[config.mk]
export PLATFORM = sky130hd
export DESIGN_NAME = countdown_timer
export DESIGN_NICKNAME = d
export VERILOG_FILES = /design/src/rtl/countdown_timer.sv
export SDC_FILE = /design/constraint.sdc
export NUM_CORES = 1
export LEC_CHECK = 0
export ABC_AREA = 0
export BUFFER_PORTS_ARGS = -buffer_cell sky130_fd_sc_hd__buf_4
export CAP_MARGIN = 10
export CORE_MARGIN = 3
export CORE_UTILIZATION = 45
export DETAILED_ROUTE_END_ITERATION = 6
export GPL_TIMING_DRIVEN = 0
export PLACE_DENSITY = 0.68
export REMOVE_ABC_BUFFERS = 1
export SYNTH_ARGS = -nofsm -noshare
export SYNTH_HDL_FRONTEND = slang
export SYNTH_SLANG_ARGS = --single-unit
[constraint.sdc]
create_clock -name clk -period 6.6 [get_ports clk]
set_input_delay 0.66 -clock clk [delete_from_list [all_inputs] [get_ports clk]]
set_output_delay 0.66 -clock clk [all_outputs]
set_load 0.02 [all_outputs]
[src/rtl/countdown_timer.sv]
// countdown_timer: loadable down-counter for light-phase timing.
// Loads a preset on pulse, steps down once every TICK_DIV tick strobes,
// and emits a one-cycle done pulse on expiry, plus busy/warn status.
// Optional feature macro: COUNTDOWN_BCD_EN (registered BCD tens/units of
// count; without it tens/units are tied to zero).
//
// state    | meaning
// ---------+--------------------------------------------------------------
// S_IDLE   | no run in progress; ticks and hold ignored, count kept
// S_RUN    | counting down on tick strobes through the prescaler
// S_HOLD   | countdown frozen; prescaler retained until hold drops
// S_EXPIRE | single cycle with done=1, then back to idle

module countdown_timer #(
    parameter int WIDTH    = 6,
    parameter int TICK_DIV = 1,
    parameter int WARN     = 3
) (
    input  logic             clk,
    input  logic             rst_n,
    input  logic             pulse,
    input  logic [WIDTH-1:0] preset,
    input  logic             tick,
    input  logic             hold,
    output logic [WIDTH-1:0] count,
    output logic             busy,
    output logic             done,
    output logic             warn,
    output logic [3:0]       tens,
    output logic [3:0]       units
);

    typedef enum logic [1:0] {
        S_IDLE   = 2'd0,
        S_RUN    = 2'd1,
        S_HOLD   = 2'd2,
        S_EXPIRE = 2'd3
    } state_t;

    // Prescaler is 8 bits because TICK_DIV is limited to 1..255.
    localparam logic [7:0]       PRE_LAST = 8'(TICK_DIV - 1);
    localparam logic [WIDTH-1:0] WARN_LVL = WIDTH'(WARN);
    localparam logic [WIDTH-1:0] ONE      = WIDTH'(1);

    state_t           state, state_nxt;
    logic [7:0]       prescale, prescale_nxt;
    logic [WIDTH-1:0] count_nxt;
    logic             busy_nxt, done_nxt, warn_nxt;

    // Next-state and next-output logic; pulse beats hold, hold beats tick.
    always_comb begin
        state_nxt    = state;
        prescale_nxt = prescale;
        count_nxt    = count;
        busy_nxt     = 1'b0;
        done_nxt     = 1'b0;
        warn_nxt     = 1'b0;

        if (pulse) begin
            count_nxt    = preset;
            prescale_nxt = '0;
            if (preset == '0) begin
                state_nxt = S_EXPIRE;
            end else if (hold) begin
                state_nxt = S_HOLD;
            end else begin
                state_nxt = S_RUN;
            end
        end else begin
            unique case (state)
                S_RUN: begin
                    if (hold) begin
                        state_nxt = S_HOLD;
                    end else if (tick) begin
                        if (prescale == PRE_LAST) begin
                            prescale_nxt = '0;
                            // count is never 0 while running; guard keeps it from wrapping
                            if (count > ONE) begin
                                count_nxt = count - ONE;
                            end else begin
                                count_nxt = '0;
                                state_nxt = S_EXPIRE;
                            end
                        end else begin
                            prescale_nxt = prescale + 8'd1;
                        end
                    end
                end
                S_HOLD: begin
                    if (!hold) begin
                        state_nxt = S_RUN;
                    end
                end
                S_EXPIRE: begin
                    state_nxt = S_IDLE;
                end
                default: begin
                    state_nxt = S_IDLE;
                end
            endcase
        end

        busy_nxt = (state_nxt == S_RUN) || (state_nxt == S_HOLD);
        done_nxt = (state_nxt == S_EXPIRE);
        warn_nxt = busy_nxt && (count_nxt <= WARN_LVL);
    end

    // State, prescaler and all status outputs registered together.
    always_ff @(posedge clk or negedge rst_n) begin
        if (!rst_n) begin
            state    <= S_IDLE;
            prescale <= '0;
            count    <= '0;
            busy     <= 1'b0;
            done     <= 1'b0;
            warn     <= 1'b0;
        end else begin
            state    <= state_nxt;
            prescale <= prescale_nxt;
            count    <= count_nxt;
            busy     <= busy_nxt;
            done     <= done_nxt;
            warn     <= warn_nxt;
        end
    end

`ifdef COUNTDOWN_BCD_EN
    logic [31:0] cnt_ext;
    logic [3:0]  tens_nxt, units_nxt;

    // Convert the upcoming count so the digits change on the same edge as count.
    always_comb begin
        cnt_ext   = 32'(count_nxt);
        tens_nxt  = 4'd9;
        units_nxt = 4'd9;
        if (cnt_ext <= 32'd99) begin
            tens_nxt  = 4'(cnt_ext / 32'd10);
            units_nxt = 4'(cnt_ext % 32'd10);
        end
    end

    // BCD digit registers.
    always_ff @(posedge clk or negedge rst_n) begin
        if (!rst_n) begin
            tens  <= 4'd0;
            units <= 4'd0;
        end else begin
            tens  <= tens_nxt;
            units <= units_nxt;
        end
    end
`else
    assign tens  = 4'd0;
    assign units = 4'd0;
`endif

endmodule

==> flow_summary_export.csv <==
group,metric,value,unit
die,core_area,2570,sq um
finish,syn2layout_area_growth,12.2,%
synth,syn_inst,139,
finish,antenna_cells,0,
grt,grt_pass1_wl,4.62,mm
die,fp.dieArea,3470,sq um
critical_path,crit_arrival,3.11,ns
hold_path,hp-class,"in -> async",
critical_path,crit_fanout,7,
grt,grt_overflow_total,0,
synth,synth-xor-area-share,0.0139,
route,route.detailed.drc,0,
synth,synth_seq_area_share,0.378,
sta,rsz0062_at_grt,"false",
clock_tree,holdBufCountCts,0,
critical_path,cp_data_required_time,6.83,ns
route,vias_per_cell,5.80,
synth,synthAdderAreaFrac,0.0696,
finish,fin_nets,176,
sta,setup_viol_count_final,0,
synth,synthSimpleGateAreaFrac,0.289,
grt,grtUsageTotal,0.173,
synth,ys_warn_count,0,
route,post_drt_wl_per_cell,14.7,um
synth,synth_top_cell_by_area,"dfrtp_1",
clock_tree,cts_made_buffers,3,
finish,fin_area,1410,sq um
sta,fin_setup_tns,0,ns
pwr,ir_drop,0.110,mV
route,ant_nets,0,
synth,synth.area.mux_share,0.0288,
sta,period_share,0.436,
sta,max_freq,0.347,GHz
clock_tree,root_buffer,"clkbuf_4",
synth,synth_compound_area_frac,0.131,
critical_path,reg2reg_slack,3.72,ns
clock_tree,htree_levels,1,
sta,hold_viol,0,
sta,clock_skew,0.00568,ns
route,dr_total_vias,1084,
sta,max-slew-margin-rel,0.506,
route,drtIter0Drc,32,
critical_path,worstSetupPathType,"reg -> reg",
critical_path,cp-end-kind,"flop",
route,dr.pass1.iters,4,
die,die_h,58.9,um
critical_path,rr_worst_depth,10,
synth,ys_ff_latch,19,
critical_path,r2r-end,"warn$_DFF_PN0_",
die,row_count,18,
synth,synth_top_family_by_area,"simple AND/OR/NAND/NOR gates",
grt,grt_pass1_vias,1039,
job,cap_viol_max_count,0,
die,start_util,0.490,
pwr,p_leak,0.676,nW
clock_tree,postCtsSetupBuffers,0,
synth,synth_top_area_frac,0.378,
synth,syn_area,1260,sq um
die,ioPinCount,28,
die,die_width,58.9,um
synth,ys_async_sr_fraction,1.00,
place,place.gp.congestion,0.788,
place,placed_area,1380,sq um
clock_tree,clock_sinks,19,
critical_path,r2r-start,"count[0]$_DFF_PN0_",
place,dp_hpwl,2.04,mm
finish,drive_gt1_frac,0.223,
place,io_buffers,19,
pwr,power.density,175,nW/um^2
clock_tree,clk-insertion-delay-late,0.31,ns
sta,finalCriticalPeriod,2.88,ns
synth,synth_edf_count,0,
route,finalWirelength,2.74,mm
synth,syn_area_per_cell,9.06,sq um
clock_tree,cts_buffer_depth,2,
finish,final_cell_mix,"dfrtp_1 (19), buf_4 (19), nor2_1 (15)",
synth,ys.flop_type,"dfrtp_1",
sta,slew_violations,0,
sta,fin_hold_ws,0.199,ns
clock_tree,cts_tree,"done",
grt,antenna_found_initial,0,
grt,grt_max_degree,26,
sta,tightest_slew,0.735,ns
critical_path,worstSetupStartpointType,"flop",
clock_tree,clk_pin_slew,0.12,ns
synth,synth_cell_type_count,47,
clock_tree,cts_resized,0,
run_status,status,"finished clean",
synth,synth_area_leaders,"dfrtp_1 (38%), ha_1 (7.0%), buf_4 (4.8%)",
-- logic make-up (layout without fill, tap and decap cells) --
kind of cell    Yosys count  after routing
compound gates           26             26
xor+xnor                  2              2
fa+ha+maj                 7              7
buf+inv                  19             30
flops                    19             19
mux                       3              3
other cells               1              8
simple gates             62             62
-- state kept, by name (all words and copies together) (netlist names) --
register	flops
prescale	8
count	6
state	2
busy	1
done	1
warn	1
-- cells in the mapped netlist, types with 2 or more instances --
library cell  number
nor2_1            15
a21oi_1            8
o21ai_0            6
or3_1              2
o31ai_1            2
nand3_1            4
nand2_1           11
buf_4              8
dfrtp_1           19
buf_2              2
xor2_1             2
a31oi_1            2
nor3_1             6
nor4b_1            2
inv_1              7
nor4_1             2
ha_1               7
and3_2             2
nand4_1            4
-- worst max-delay path by stage --
stage | cells past startpoint | endpoint | start
after detailed placement | 10 | warn$_DFF_PN0_ | count[0]$_DFF_PN0_
after global routing | 10 | warn$_DFF_PN0_ | count[0]$_DFF_PN0_
after CTS | 10 | warn$_DFF_PN0_ | count[0]$_DFF_PN0_
after global placement | 10 | warn$_DFF_PN0_ | count[0]$_DFF_PN0_
final | 10 | warn$_DFF_PN0_ | count[0]$_DFF_PN0_
after floorplan | 10 | warn$_DFF_PN0_ | count[0]$_DFF_PN0_
-- routing by layer --
metal | up-vias | track usage | wire (um)
li1 | 516 | - | -
met2 | 39 | 0.298 | 1350
met5 | - | 0 | 0
met1 | 524 | 0.218 | 1220
met4 | 0 | 0.0453 | 31
met3 | 5 | 0.0373 | 146
-- per-stage QoR --
stage,cells,setup WS (ns),utilization,total power [mW]
5_1_grt,187,3.40,0.550,0.261
3_3_place_gp,183,3.77,0.538,0.185
2_1_floorplan,134,4.11,-,0.162
6_report,187,3.72,0.550,0.248
3_5_place_dp,183,3.77,0.538,0.187
4_1_cts,187,3.71,0.550,0.250
-- area by class of cell --
type,instances,area (sq um)
timing repair buffer,19,143
clock buffer,3,22.5
fill,243,1150
sequential,19,475
tap,30,37.5
inverter,7,26.3
multi-input combinational,108,701
clock inverter,1,7.51
-- where the power goes --
group	internal [mW]	total (mW)	switching (mW)
Sequential	0.122	0.130	0.00732
Combinational	0.0227	0.0550	0.0324
Clock	0.0231	0.0632	0.0401
-- critical path, stage by stage (launching register included) --
cell and delay [ns]:
dfrtp_1 0.47, inv_1 0.09, ha_1 0.22, o21bai_1 0.11, nor4_1 0.57, and3_2 0.34
a311oi_1 0.05, o31ai_1 0.32, ha_1 0.21, or2b_2 0.30, nor4_2 0.12
Note: power is estimated with default switching activity, not from simulation.
